[src/rtl/psum_accum_pkg.sv]
// Shared types, widths and the accumulate helper for the partial-sum RMW engine.
// Optional feature macro: PSUM_ACC_SAT_EN (saturating add instead of wrap).
package psum_accum_pkg;

  localparam int DW = 40;
  localparam int AW = 16;

  localparam logic [DW-1:0] PSUM_MAX = {1'b0, {(DW-1){1'b1}}};
  localparam logic [DW-1:0] PSUM_MIN = {1'b1, {(DW-1){1'b0}}};

  typedef struct packed {
    logic          valid;
    logic [AW-1:0] addr;
    logic [DW-1:0] data;
    logic          first;
    logic          last;
  } psum_op;

  typedef struct packed {
    logic          valid;
    logic [AW-1:0] addr;
    logic [DW-1:0] data;
  } psum_res;

  function automatic logic [DW-1:0] psum_add(input logic [DW-1:0] a,
                                             input logic [DW-1:0] b);
`ifdef PSUM_ACC_SAT_EN
    logic [DW-1:0] s;
    s = a + b;
    // Overflow only when both operands share a sign and the result flips it.
    if ((a[DW-1] == b[DW-1]) && (s[DW-1] != a[DW-1])) begin
      s = a[DW-1] ? PSUM_MIN : PSUM_MAX;
    end
    return s;
`else
    return a + b;
`endif
  endfunction

endpackage

[src/rtl/psum_accum_if.sv]
// Bundle of the update stream, psum memory port and finished-sum stream.
// Handshakes: a transfer happens on a rising edge where valid & ready are both high; valid never waits on ready.
interface psum_accum_if;
  import psum_accum_pkg::*;

  logic          in_valid;
  logic          in_ready;
  logic [AW-1:0] in_addr;
  logic [DW-1:0] in_data;
  logic          in_first;
  logic          in_last;

  logic          re;
  logic [AW-1:0] ra;
  logic [DW-1:0] rd;
  logic          we;
  logic [AW-1:0] wa;
  logic [DW-1:0] wd;

  logic          out_valid;
  logic          out_ready;
  logic [AW-1:0] out_addr;
  logic [DW-1:0] out_data;

  modport master (
    input  in_valid, in_addr, in_data, in_first, in_last, rd, out_ready,
    output in_ready, re, ra, we, wa, wd, out_valid, out_addr, out_data
  );

  modport slave (
    output in_valid, in_addr, in_data, in_first, in_last, rd, out_ready,
    input  in_ready, re, ra, we, wa, wd, out_valid, out_addr, out_data
  );

endinterface

[src/rtl/psum_out_fifo.sv]
// Two-entry FIFO holding finished (addr, sum) pairs; count feeds the input credit check.
module psum_out_fifo #(
  parameter int W = 56
) (
  input  logic         clk,
  input  logic         rst_n,
  input  logic         push_i,
  input  logic [W-1:0] push_data_i,
  input  logic         pop_i,
  output logic         valid_o,
  output logic [W-1:0] data_o,
  output logic [1:0]   count_o
);

  logic [W-1:0] mem_q [2];
  logic         wr_ptr_q, wr_ptr_d;
  logic         rd_ptr_q, rd_ptr_d;
  logic [1:0]   count_q, count_d;
  logic         do_push;
  logic         do_pop;

  always_comb begin
    do_pop   = pop_i && (count_q != 2'd0);
    do_push  = push_i && ((count_q != 2'd2) || do_pop);
    wr_ptr_d = do_push ? ~wr_ptr_q : wr_ptr_q;
    rd_ptr_d = do_pop ? ~rd_ptr_q : rd_ptr_q;
    count_d  = count_q;
    if (do_push && !do_pop) begin
      count_d = count_q + 2'd1;
    end else if (do_pop && !do_push) begin
      count_d = count_q - 2'd1;
    end
  end

  always_ff @(posedge clk or negedge rst_n) begin
    if (!rst_n) begin
      mem_q[0] <= '0;
      mem_q[1] <= '0;
      wr_ptr_q <= 1'b0;
      rd_ptr_q <= 1'b0;
      count_q  <= 2'd0;
    end else begin
      if (do_push) begin
        mem_q[wr_ptr_q] <= push_data_i;
      end
      wr_ptr_q <= wr_ptr_d;
      rd_ptr_q <= rd_ptr_d;
      count_q  <= count_d;
    end
  end

  assign valid_o = (count_q != 2'd0);
  assign data_o  = mem_q[rd_ptr_q];
  assign count_o = count_q;

endmodule

[src/rtl/psum_accum.sv]
// Partial-sum read-modify-write engine with S2/S3 hazard forwarding and a 2-deep result FIFO.
// Build with PSUM_ACC_SAT_EN defined for saturating accumulation (see psum_accum_pkg).
module psum_accum
  import psum_accum_pkg::*;
(
  input  logic          clk,
  input  logic          rst_n,
  psum_accum_if.master  bus
);

  psum_op        s1_q, s1_d;
  psum_res       s2_q, s2_d;
  psum_res       s3_q;
  logic          accept;
  logic [DW-1:0] base;
  logic [DW-1:0] sum;
  logic          fifo_push;
  logic [1:0]    fifo_count;
  logic          fifo_valid;
  logic [AW+DW-1:0] fifo_data;

  // Conservative credit: reserve a FIFO slot for an S1 op that will push next edge.
  assign bus.in_ready = ({1'b0, fifo_count} + {2'b00, (s1_q.valid & s1_q.last)}) < 3'd2;
  assign accept       = bus.in_valid & bus.in_ready;
  assign bus.re       = accept;
  assign bus.ra       = bus.in_addr;

  always_comb begin
    s1_d       = '0;
    s1_d.valid = accept;
    s1_d.addr  = bus.in_addr;
    s1_d.data  = bus.in_data;
    s1_d.first = bus.in_first;
    s1_d.last  = bus.in_last;
  end

  // S3 covers a write landing on the same edge the read was sampled (memory returns old data).
  always_comb begin
    base = bus.rd;
    if (s2_q.valid && (s2_q.addr == s1_q.addr)) begin
      base = s2_q.data;
    end else if (s3_q.valid && (s3_q.addr == s1_q.addr)) begin
      base = s3_q.data;
    end
    sum = s1_q.first ? s1_q.data : psum_add(base, s1_q.data);
  end

  always_comb begin
    s2_d       = s2_q;
    s2_d.valid = s1_q.valid;
    if (s1_q.valid) begin
      s2_d.addr = s1_q.addr;
      s2_d.data = sum;
    end
  end

  always_ff @(posedge clk or negedge rst_n) begin
    if (!rst_n) begin
      s1_q <= '0;
      s2_q <= '0;
      s3_q <= '0;
    end else begin
      s1_q <= s1_d;
      s2_q <= s2_d;
      s3_q <= s2_q;
    end
  end

  assign bus.we = s2_q.valid;
  assign bus.wa = s2_q.addr;
  assign bus.wd = s2_q.data;

  assign fifo_push = s1_q.valid & s1_q.last;

  psum_out_fifo #(
    .W(AW + DW)
  ) u_out_fifo (
    .clk         (clk),
    .rst_n       (rst_n),
    .push_i      (fifo_push),
    .push_data_i ({s1_q.addr, sum}),
    .pop_i       (bus.out_ready),
    .valid_o     (fifo_valid),
    .data_o      (fifo_data),
    .count_o     (fifo_count)
  );

  assign bus.out_valid = fifo_valid;
  assign bus.out_addr  = fifo_data[AW+DW-1:DW];
  assign bus.out_data  = fifo_data[DW-1:0];

endmodule

[src/flat_wrapper.sv]
// flat-port wrapper written by rule: the top's interface ports become plain ports
module psum_accum_flat import psum_accum_pkg::*;
  (clk, rst_n, bus_in_valid, bus_in_addr, bus_in_data, bus_in_first, bus_in_last, bus_rd, bus_out_ready, bus_in_ready, bus_re, bus_ra, bus_we, bus_wa, bus_wd, bus_out_valid, bus_out_addr, bus_out_data);
  psum_accum_if bus_i ();
  input  logic clk;
  input  logic rst_n;
  input wire logic [$bits(bus_i.in_valid)-1:0] bus_in_valid;
  input wire logic [$bits(bus_i.in_addr)-1:0] bus_in_addr;
  input wire logic [$bits(bus_i.in_data)-1:0] bus_in_data;
  input wire logic [$bits(bus_i.in_first)-1:0] bus_in_first;
  input wire logic [$bits(bus_i.in_last)-1:0] bus_in_last;
  input wire logic [$bits(bus_i.rd)-1:0] bus_rd;
  input wire logic [$bits(bus_i.out_ready)-1:0] bus_out_ready;
  output wire logic [$bits(bus_i.in_ready)-1:0] bus_in_ready;
  output wire logic [$bits(bus_i.re)-1:0] bus_re;
  output wire logic [$bits(bus_i.ra)-1:0] bus_ra;
  output wire logic [$bits(bus_i.we)-1:0] bus_we;
  output wire logic [$bits(bus_i.wa)-1:0] bus_wa;
  output wire logic [$bits(bus_i.wd)-1:0] bus_wd;
  output wire logic [$bits(bus_i.out_valid)-1:0] bus_out_valid;
  output wire logic [$bits(bus_i.out_addr)-1:0] bus_out_addr;
  output wire logic [$bits(bus_i.out_data)-1:0] bus_out_data;
  assign bus_i.in_valid = bus_in_valid;
  assign bus_i.in_addr = bus_in_addr;
  assign bus_i.in_data = bus_in_data;
  assign bus_i.in_first = bus_in_first;
  assign bus_i.in_last = bus_in_last;
  assign bus_i.rd = bus_rd;
  assign bus_i.out_ready = bus_out_ready;
  assign bus_in_ready = bus_i.in_ready;
  assign bus_re = bus_i.re;
  assign bus_ra = bus_i.ra;
  assign bus_we = bus_i.we;
  assign bus_wa = bus_i.wa;
  assign bus_wd = bus_i.wd;
  assign bus_out_valid = bus_i.out_valid;
  assign bus_out_addr = bus_i.out_addr;
  assign bus_out_data = bus_i.out_data;
  psum_accum u_core (.clk(clk), .rst_n(rst_n), .bus(bus_i));
endmodule
[config.mk]
export PLATFORM = sky130hd
export DESIGN_NAME = psum_accum_flat
export DESIGN_NICKNAME = d
export VERILOG_FILES = /design/src/rtl/psum_accum_pkg.sv /design/src/rtl/psum_accum_if.sv /design/src/rtl/psum_out_fifo.sv /design/src/rtl/psum_accum.sv /design/src/flat_wrapper.sv
export SDC_FILE = /design/constraint.sdc
export NUM_CORES = 1
export LEC_CHECK = 0
export BUFFER_PORTS_ARGS = -buffer_cell sky130_fd_sc_hd__buf_4
export CAP_MARGIN = 20
export CORE_MARGIN = 4
export CORE_UTILIZATION = 41
export DETAILED_ROUTE_END_ITERATION = 8
export SKIP_LAST_GASP = 1
export SYNTH_ARGS = -nofsm -noshare
export SYNTH_HDL_FRONTEND = slang
export SYNTH_SLANG_ARGS = --single-unit
[constraint.sdc]
create_clock -name clk -period 5.74 [get_ports clk]
set_clock_uncertainty 0.1 [all_clocks]
set_input_delay 0.574 -clock clk [delete_from_list [all_inputs] [get_ports clk]]
set_output_delay 0.574 -clock clk [all_outputs]
set_load 0.005 [all_outputs]
==> Word level (Yosys, flattened, before mapping) <==
Index checks and enable logic that the tools add are counted.
{ "word_totals": {"reg_bits": 289, "input_bits": 102, "output_inout_bits": 132} }
{ "classes": {"add_sub_neg": 4, "n_lt_le_gt_ge": 4, "eq_ne": 3, "mux": 11, "n_bitwise": 6, "n_reduce_logical": 12} }
{ "op_table": {"columns": ["cell", "count"], "rows": [
  ["$mux W56", 4],
  ["$mux W40", 3],
  ["$bwmux W112", 1],
  ["$demux W56 S1", 1],
  ["$add A40 B40 Y40", 1],
  ["$eq A16 B16 Y1", 2],
  ["$logic_and A1 B1 Y1", 7],
  ["$ge A2 B2 Y1 const B", 2],
  ["$mux W2", 2],
  ["$not A1 Y2", 2],
  ["$reduce_bool A2 Y1", 2],
  ["$add A2 B1 Y3", 1],
  ["$lt A3 B2 Y1 const B", 1],
  ["$add A2 B1 Y2 const B", 1],
  ["$and A1 B1 Y1", 2],
  ["$logic_not A1 Y1", 2],
  ["$lt A2 B1 Y1 const B", 1],
  ["$ne A2 B2 Y1 const B", 1],
  ["$not A1 Y1", 2],
  ["$sub A2 B1 Y2 const B", 1],
  ["$logic_or A1 B1 Y1", 1]
]} }

==> Logic depth before layout (Yosys ltp) <==
Gate-level depths: netlist of the first run.
{ "depth": {"word_depth": 8, "depth_mapped": 19, "depth_no_buf": 17} }

==> By module <==
Synthesis of the first run repeated with hierarchy kept, for this count alone.
{ "unflattened": {"hier_cells": 1203, "hier_area_um2": 14467.6} }
{ "modules_own_cells": {"columns": ["mod", "n_inst", "cells_per_inst", "area_each_um2", "seq_area_each_um2"], "rows": [
  ["psum_accum", 1, 887, 9113.7, 4329.2],
  ["psum_out_fifo", 1, 316, 5353.9, 2902.8]
]} }

==> Worst setup path after synthesis of the first run <==
Ideal clock, no wire load.
{ "synth_path": {"kind": "register -> register", "from": "register u_core.s1_q[48] (netlist bit)", "to": "register u_core.s2_q, in the netlist u_core.bus.wd[33]", "setup_time_ns": 0.082, "t_arrival_ns": 4.379, "t_required_ns": 5.558, "setup_slack_ns": 1.179, "stages_incl_launch_ff": 20, "path_buffers": 4, "period_less_slack_ns": 4.561, "path_cell_list": "dfrtp_1 -> xor2_1 -> nor4_1 -> nand4b_1 -> or4_1 -> clkbuf_1 -> clkbuf_1 -> clkbuf_1 -> a21oi_1 -> ha_1 -> buf_6 -> and4_4 -> a21o_1 -> or3b_1 -> o211a_1 -> a21oi_1 -> o21ai_0 -> xnor2_1 -> or2_2 -> a31oi_1"} }
{ "synth_between": {"elab_chain_cells": 6, "elab_cells_between_ends": 8, "classes_between": "add/sub (1); eq/ne (2); mux (3); reduce/logical (2)"} }
{ "synth_lines": {"columns": ["element", "line_no", "text"], "rows": [
  ["start, declared", "psum_accum.sv:11", "psum_op s1_q, s1_d;"],
  ["start signal, assigned", "psum_accum.sv:59", "s1_q <= '0;"],
  ["start signal, assigned", "psum_accum.sv:63", "s1_q <= s1_d;"],
  ["$eq A16 B16 Y1", "psum_accum.sv:42", "end else if (s3_q.valid && (s3_q.addr == s1_q.addr)) begin"],
  ["$logic_and A1 B1 Y1", "psum_accum.sv:42", null],
  ["$mux W40", "psum_accum.sv:42", null],
  ["$mux W40 *", "psum_accum.sv:40", "if (s2_q.valid && (s2_q.addr == s1_q.addr)) begin"],
  ["$add A40 B40 Y40 *", "psum_accum_pkg.sv:36", "return a + b;"],
  ["$mux W40 *", "psum_accum.sv:45", "sum = s1_q.first ? s1_q.data : psum_add(base, s1_q.data);"],
  ["end signal, assigned", "psum_accum.sv:60", "s2_q <= '0;"],
  ["end signal, assigned", "psum_accum.sv:64", "s2_q <= s2_d;"],
  ["end, declared", "psum_accum.sv:12", "psum_res s2_q, s2_d;"]
]} }
Mark *: on every way between the ends. The rest lies on a longest branch, timed or not.
A chain may end at the register's enable or synchronous reset.

==> Worst setup path after layout of the first run <==
{ "layout_path": {"from": "register u_core.s1_q[48] (netlist bit)", "to": "register u_core.u_out_fifo.mem_q[36] (netlist bit)"} }
{ "layout_between": {"elab_chain_cells": 7, "elab_cells_between_ends": 9, "classes_between": "add/sub (1); eq/ne (2); mux (4); reduce/logical (2)"} }
{ "layout_lines": {"columns": ["element", "line_no", "text"], "rows": [
  ["$eq A16 B16 Y1", "psum_accum.sv:42", null],
  ["$logic_and A1 B1 Y1", "psum_accum.sv:42", null],
  ["$mux W40", "psum_accum.sv:42", null],
  ["$mux W40 *", "psum_accum.sv:40", null],
  ["$add A40 B40 Y40 *", "psum_accum_pkg.sv:36", null],
  ["$mux W40 *", "psum_accum.sv:45", null],
  ["$bwmux W112 *", "psum_out_fifo.sv:44", "mem_q[wr_ptr_q] <= push_data_i;"],
  ["end signal, assigned by index", "psum_out_fifo.sv:44", null],
  ["end, declared", "psum_out_fifo.sv:15", "logic [W-1:0] mem_q [2];"]
]} }
Marks and branches as above.

==> impl_metrics.csv, run 1 <==
group,metric,value,unit
setup_path,crit-reg2reg-launch,"u_core.s1_q[48]",
final_layout,final_layout_size_suffix_gt1_frac,0.245,
route,viasPerCell,5.14,
setup_path,path_max_fanout,17,
synthesis,seq_area_frac_synth,0.523,
clock_tree,cts_root_buffer,"sky130_fd_sc_hd__clkbuf_16",
synthesis,async_flop_share,1.00,
setup_path,critical-path-max-stage-delay,0.82,ns
clock_tree,cts_resized,0,
route,route.final.wire_length,37300,um
pwr,total_leakage_power,0.00815,uW
setup_path,endpoint_kind_of_the_worst_setup_timing_path,"flop",
setup_path,crit_required,6.04,ns
setup_path,rr_worst_depth,18,
synthesis,post_synth_inst_count,1363,
grt,grt_overflow,0,
final_layout,final_net_count,1733,
grt,globalRouteTotalUtil,0.202,
sta,final.period_utilization,0.935,
die,core_area,32900,um^2
job,drv_cap,0,
sta,worst_relative_slew_slack,0.308,
grt,grt_pass1_wl,59200,um
clock_tree,cts_post_setup_buffers_inserted,0,
sta,rsz_0062_raised_after_global_routing,"false",
synthesis,ys_warn_count,0,
setup_path,cpMaxStageDelayCell,"sky130_fd_sc_hd__or4_2",
sta,report.final.setup_viol,0,
placed_design,dp.final_hpwl,26300,um
final_layout,layout.area.seq,7240,um^2
grt,number_of_antenna_violations_at_the_first_check_in_global_routing,2,
placed_design,final_weighted_congestion_of_routability_driven_global_placement,0.862,
route,drt_iter0_markers,568,
placed_design,instance_count_after_placement_with_tap_cells_included,1964,
grt,grt_start_max_net_pins,132,
sta,timing.setup.tns,0,ns
synthesis,library_cells_used_by_synthesis,61,
clock_tree,path_clk_slew,0.06,ns
synthesis,syn-cell-area,13800,um^2
sta,finalHoldViolations,0,
sta,max_freq,186,MHz
pwr,peak_vdd_ir,0.000305,V
setup_path,crit_path_cell_trace,"xor2_1 > nor4_1 > nand4b_1 > or4_2 > buf_4 > nor2_1 > a21oi_1 > ha_1 > fa_1 > a211oi_1 > o21ai_1 > nand4b_1 > nand4_1 > a21oi_1 > o21ai_1 > a31oi_1 > mux2i_1 > o211ai_1",
pwr,power_density,470,nW/um^2
setup_path,setup.worst_path.start_class,"flop",
synthesis,synth_flop_cell,"sky130_fd_sc_hd__dfrtp_1",
synthesis,ys_ff_latch,289,
synthesis,synth.net_count,1507,
die,design.die.area,36700,um^2
sta,worst-slew-pin-transition,1.04,ns
die,placement_rows,66,
clock_tree,clock_tree_from_tritoncts,"yes",
synthesis,synth_enable_flop_cells,0,
clock_tree,clockBufferDepth,3,
clock_tree,sinks_on_the_clock_net,289,
die,start_util,0.421,
route,route.vias.total,10600,
final_layout,layoutNonFillerInstCount,2057,
route,drt_first_pass_iters,5,
route,detail-route-antenna-nets,0,
placed_design,io_buffer_count,233,
synthesis,netlist_top_cells_area,"sky130_fd_sc_hd__dfrtp_1 52%, sky130_fd_sc_hd__mux2_2 6.2%, sky130_fd_sc_hd__nand2_1 5.7%",
sta,period_needed,5.37,ns
grt,via_count_of_the_first_global_routing_pass,10500,
sta,number_of_pins_with_negative_max_slew_slack_in_the_final_report,0,
synthesis,post_synth.cell_area_avg,10.1,um^2
worst_hold_path,min_path_type,"input port to asynchronous set/reset pin",
die,die_width,192,um
setup_path,criticalPathCategory,"flop to flop",
setup_path,worst_ep_arrival_time,5.66,ns
clock_tree,cts_made_buffers,31,
synthesis,synthDominantCellAreaShare,0.523,
final_layout,multi_input_comb_area,6180,um^2
clock_tree,h-tree-depth,1,
final_layout,final.fill_count,2983,
die,die_h,192,um
die,total_i_o_pin_count,234,
setup_path,worst_setup_path_startpoint,"u_core.s1_q[48]",
route,drcViolationCount,0,
outcome,outcome,"completed",
route,wl_per_cell,18.1,um
final_layout,area.growth.synth_to_final,24.3,%
synthesis,yosysTopAreaCell,"sky130_fd_sc_hd__dfrtp_1",
clock_tree,clock_latency,0.56,ns
registers in the layout, summed over array words and instances, names as in the netlist:
name	cells
u_core.bus.wa	16
u_core.bus.wd	40
u_core.bus.we	1
u_core.s1_q	59
u_core.s3_q	57
u_core.u_out_fifo.count_o	2
u_core.u_out_fifo.mem_q	112
u_core.u_out_fifo.rd_ptr_q	1
u_core.u_out_fifo.wr_ptr_q	1
critical path: cells and delay by family (launching register included):
family | cells | cell delay, ns
fa+ha+maj | 2 | 0.64
compound gates | 7 | 1.57
mux | 1 | 0.25
xor+xnor | 1 | 0.20
flops | 1 | 0.43
simple gates | 6 | 1.75
buf+inv | 1 | 0.25
through the flow:
step           worst slack [ns]  power, uW   util  hold WS (ns)  area [um^2]
6_report                  0.373       8090  0.523        0.0141        17200
5_1_grt                 0.00252       8660  0.523       0.00198        17200
4_1_cts                   0.413       8220  0.523     0.0000590        17200
3_5_place_dp              0.443       6230  0.483         0.317        15900
3_3_place_gp              0.542       6170  0.483         0.317        15900
2_1_floorplan              1.18       4800      -         0.178        13800
synth_stat cells, types with 2 or more instances:
library cell	number
sky130_fd_sc_hd__nand2_1	210
sky130_fd_sc_hd__ha_1	41
sky130_fd_sc_hd__nor3_2	2
sky130_fd_sc_hd__a21oi_2	2
sky130_fd_sc_hd__mux2_2	76
sky130_fd_sc_hd__mux2i_1	53
sky130_fd_sc_hd__nand2b_1	8
sky130_fd_sc_hd__xnor2_1	37
sky130_fd_sc_hd__inv_1	9
sky130_fd_sc_hd__buf_2	4
sky130_fd_sc_hd__mux2_4	3
sky130_fd_sc_hd__o21ai_0	91
sky130_fd_sc_hd__o21bai_1	6
sky130_fd_sc_hd__o31ai_1	4
sky130_fd_sc_hd__buf_4	16
sky130_fd_sc_hd__o21ai_1	4
sky130_fd_sc_hd__or2_2	3
sky130_fd_sc_hd__nand3_1	11
sky130_fd_sc_hd__dfrtp_1	289
sky130_fd_sc_hd__nand3b_1	2
sky130_fd_sc_hd__xor2_1	32
sky130_fd_sc_hd__nand4_1	17
sky130_fd_sc_hd__buf_1	7
sky130_fd_sc_hd__a21o_1	16
sky130_fd_sc_hd__a311oi_1	2
sky130_fd_sc_hd__a221oi_1	3
sky130_fd_sc_hd__o31a_1	2
sky130_fd_sc_hd__o22ai_1	2
sky130_fd_sc_hd__o221ai_1	2
sky130_fd_sc_hd__nor2_1	132
sky130_fd_sc_hd__a21boi_0	5
sky130_fd_sc_hd__nand4b_1	5
sky130_fd_sc_hd__a21oi_1	130
sky130_fd_sc_hd__o211ai_1	3
sky130_fd_sc_hd__a211oi_1	4
sky130_fd_sc_hd__nor3_1	10
sky130_fd_sc_hd__clkbuf_1	58
sky130_fd_sc_hd__o41ai_1	2
sky130_fd_sc_hd__nor4_1	5
sky130_fd_sc_hd__a31oi_1	14
sky130_fd_sc_hd__o21a_1	8
sky130_fd_sc_hd__nor2b_1	7
sky130_fd_sc_hd__or3_1	4
sky130_fd_sc_hd__and2_1	5
layout by cell type (no fill, tap or decap), types with 31 or more instances in the layout:
cell type and instances:
sky130_fd_sc_hd__dlygate4sd3_1 34, sky130_fd_sc_hd__mux2_2 76, sky130_fd_sc_hd__mux2i_1 53, sky130_fd_sc_hd__nor2_1 132, sky130_fd_sc_hd__buf_4 245, sky130_fd_sc_hd__clkbuf_16 31, sky130_fd_sc_hd__xnor2_1 37, sky130_fd_sc_hd__ha_1 41
sky130_fd_sc_hd__a21oi_1 130, sky130_fd_sc_hd__xor2_1 32, sky130_fd_sc_hd__dfrtp_1 286, sky130_fd_sc_hd__nand2_1 209, sky130_fd_sc_hd__o21ai_0 91
path summary, 6_finish.rpt:
| kind | slack, ns | end |
|---|---|---|
| max | 0.37 | u_core.u_out_fifo.mem_q[36] |
| min | 0.01 | u_core.u_out_fifo.mem_q[1] |
| max reg2reg | 0.37 | u_core.u_out_fifo.mem_q[36] |
| min reg2reg | 0.33 | u_core.s3_q[39] |
| max in group asynchronous | 4.16 | u_core.u_out_fifo.mem_q[28] |
| min in group clk | 0.03 | u_core.s1_q[57] |
layer usage:
layer | vias up | global-route usage | routed length (um)
met5 | - | 0 | 0
li1 | 5168 | - | -
met1 | 5112 | 0.295 | 17600
met4 | 0 | 0.0406 | 404
met3 | 31 | 0.0340 | 2080
met2 | 254 | 0.318 | 17200
report_power, final:
group / switching (uW) / leakage, uW / internal (uW) / total [uW]
sequential: 614 / 0.00341 / 2850 / 3460
clock: 830 / 0.000485 / 1090 / 1920
combinational: 1230 / 0.00426 / 1470 / 2710
total: 2680 / 0.00815 / 5410 / 8090
cells by family after synthesis:
family,count (synthesis),share of synthesized area
AO/OA/AOI/OAI,307,0.127
XOR/XNOR,69,0.0437
adder cells (fa/ha/maj),42,0.0385
buffers and inverters,96,0.0314
flip-flops,289,0.523
multiplexers,132,0.103
AND/OR/NAND/NOR,428,0.133
cell type report:
type	count	share of cell area
timing repair buffer	280	0.128
antenna	2	0.000291
sequential	289	0.421
inverter	9	0.00196
multi-input combinational	978	0.360
tap	442	0.0322
clock buffer	44	0.0520
clock inverter	13	0.00517
what timing repair did:
item | in CTS | in global routing
endpoints found under the hold margin | 34 | 0
endpoints found under the setup margin | 0 | 0
hold buffers | 34 | 0
Note: power is estimated with default switching activity, not from simulation.
==> inputs of run 2 (changes only) <==
Settings changed: CORE_MARGIN 4 to 3, GPL_ROUTABILITY_DRIVEN from default to 0.
==> impl_metrics.csv, run 2 (synthesized netlist as in run 1, its figures left out) <==
group,metric,value,unit
grt,globalRouteTotalUtil,0.204,
setup_path,worst_ep_arrival_time,5.53,ns
final_layout,regMostFlops,"u_core.u_out_fifo.mem_q",
pwr,total_leakage_power,0.00808,uW
setup_path,critical-path-max-stage-delay,0.74,ns
setup_path,r2r_setup_slack,0.46,ns
sta,timing.setup.tns,0,ns
final_layout,area.growth.synth_to_final,22.9,%
clock_tree,cts_resized,0,
setup_path,rr_worst_depth,17,
placed_design,preCtsSetupSlack,0.575,ns
pwr,power_frac_clock,0.258,
setup_path,critical_path_depth,17,
route,drcViolationCount,0,
route,drt_first_pass_iters,5,
die,core_area,32900,um^2
clock_tree,cts-hold-fix-buffers,0,
setup_path,path_delay_family,"simple AND/OR/NAND/NOR gates",
final_layout,layout.cells.most_common_list,"286 x sky130_fd_sc_hd__dfrtp_1, 244 x sky130_fd_sc_hd__buf_4, 209 x sky130_fd_sc_hd__nand2_1",
route,route.vias.total,10500,
outcome,outcome,"completed",
final_layout,final_layout_size_suffix_gt1_frac,0.249,
setup_path,crit_path_cell_trace,"xor2_1 > nor4_1 > nand4b_1 > or4_2 > buf_4 > nor2_1 > a21oi_1 > fa_1 > a211oi_1 > o21ai_1 > nand4b_1 > nand4_1 > a21oi_1 > o21ai_1 > a31oi_1 > mux2i_1 > o211ai_1",
sta,number_of_pins_with_negative_max_slew_slack_in_the_final_report,0,
clock_tree,cts_post_setup_buffers_inserted,0,
grt,grt_overflow,0,
final_layout,final_core_utilization,0.517,
clock_tree,clock_latency,0.51,ns
clock_tree,sinks_on_the_clock_net,289,
setup_path,r2r_end,"u_core.u_out_fifo.mem_q[36]",
sta,worst_relative_slew_slack,0.277,
final_layout,design_area,17000,um^2
die,design.die.area,36000,um^2
setup_path,crit_required,5.99,ns
setup_path,critical_path.n_buffers_inverters,1,
sta,finalHoldViolations,0,
clock_tree,clock_tree_from_tritoncts,"yes",
pwr,peak_vdd_ir,0.000247,V
final_layout,commonest_non_fill_non_tap_cell_in_the_layout,"sky130_fd_sc_hd__dfrtp_1",
placed_design,dpl-instance-area,15900,um^2
die,die_h,190,um
pwr,power_frac_seq,0.419,
sta,worst-slew-pin-transition,1.08,ns
setup_path,criticalPathCategory,"flop to flop",
pwr,power_frac_comb,0.323,
setup_path,endpoint_kind_of_the_worst_setup_timing_path,"flop",
setup_path,path_max_fanout,33,
sta,final.setup.worst_slack,0.461,ns
die,start_util,0.421,
pwr,internal_power,5610,uW
die,placement_rows,66,
sta,report.final.setup_viol,0,
placed_design,dp.final_hpwl,26000,um
setup_path,setup.worst_path.start_class,"flop",
clock_tree,path_clk_slew,0.06,ns
setup_path,crit-reg2reg-launch,"u_core.s1_q[48]",
route,route.final.wire_length,36900,um
route,drt_iter0_markers,614,
grt,number_of_antenna_violations_at_the_first_check_in_global_routing,1,
route,viasPerCell,5.18,
pwr,switching_power,2690,uW
route,wl_per_cell,18.2,um
die,die_width,190,um
worst_hold_path,min_path_type,"input port to asynchronous set/reset pin",
sta,rsz_0062_raised_after_global_routing,"false",
clock_tree,cts_made_buffers,34,
sta,max_freq,189,MHz
pwr,power.share.switching,0.324,
grt,grt_start_max_net_pins,105,
grt,via_count_of_the_first_global_routing_pass,10500,
sta,period_needed,5.28,ns
placed_design,io_buffer_count,233,
clock_tree,clockBufferDepth,3,
grt,grt_pass1_wl,58500,um
route,detail-route-antenna-nets,0,
job,drv_cap,0,
setup_path,cpMaxStageDelayCell,"sky130_fd_sc_hd__or4_2",
final_layout,largest_register_ff_count,112,
clock_tree,cts_root_buffer,"sky130_fd_sc_hd__clkbuf_16",
final_layout,final_net_count,1702,
final_layout,largestRegisters,"u_core.u_out_fifo.mem_q: 112 flops, u_core.s1_q: 59 flops, u_core.s3_q: 57 flops",
die,total_i_o_pin_count,234,
pwr,power_density,488,nW/um^2
sta,final.period_utilization,0.920,
clock_tree,h-tree-depth,2,
-- run 2: changes by cell type in the layout (fill, tap and decap cells not counted), moves of 2 or more --
cell	delta
sky130_fd_sc_hd__clkinv_2	-5
sky130_fd_sc_hd__clkbuf_1	+5
sky130_fd_sc_hd__dlygate4sd3_1	-34
sky130_fd_sc_hd__bufinv_16	+2
sky130_fd_sc_hd__clkinvlp_4	-2
sky130_fd_sc_hd__clkbuf_16	+3
-- run 2: stage by stage --
step	power, uW	std cells	hold WS, ns
floorplan	4800	1363	0.178
global placement	6170	1964	0.314
detailed placement	6220	1964	0.316
CTS	8420	2025	0.0419
global route	8870	2026	0.0455
finish	8300	2026	0.00496
-- run 2: power groups by stage --
stage,clock network (uW),logic [uW],registers [uW]
5_1_grt,2290,2980,3590
3_3_place_gp,0,2690,3480
3_5_place_dp,0,2720,3510
2_1_floorplan,0,1530,3270
4_1_cts,2200,2740,3480
6_report,2140,2680,3470
-- run 2: worst max path at each step --
stage / start / to / slack [ns]
6_report: u_core.s1_q[48] / u_core.u_out_fifo.mem_q[36] / 0.46
5_1_grt: u_core.s1_q[48] / u_core.u_out_fifo.mem_q[92] / 0.15
4_1_cts: u_core.s1_q[48] / u_core.u_out_fifo.mem_q[89] / 0.54
3_5_place_dp: u_core.s1_q[48] / u_core.bus.wd[33] / 0.57
3_3_place_gp: u_core.s1_q[48] / u_core.bus.wd[37] / 0.60
2_1_floorplan: u_core.s1_q[48] / u_core.bus.wd[33] / 1.18
-- run 2: metal layers --
| layer | wire length [um] | global-route usage | vias to the layer above |
|---|---|---|---|
| met5 | 0 | 0 | - |
| met4 | 1040 | 0.0623 | 0 |
| met3 | 1980 | 0.0346 | 63 |
| met2 | 16700 | 0.320 | 279 |
| met1 | 17200 | 0.292 | 5064 |
| li1 | - | - | 5095 |
-- run 2: area by class of cell --
type / count / area (um^2)
Antenna cell: 1 / 2.50
Clock buffer: 53 / 1000
Clock inverter: 8 / 116
Fill cell: 3005 / 15900
Inverter: 9 / 33.8
Multi-Input combinational cell: 978 / 6180
Sequential cell: 289 / 7240
Tap cell: 442 / 553
Timing Repair Buffer: 246 / 1870
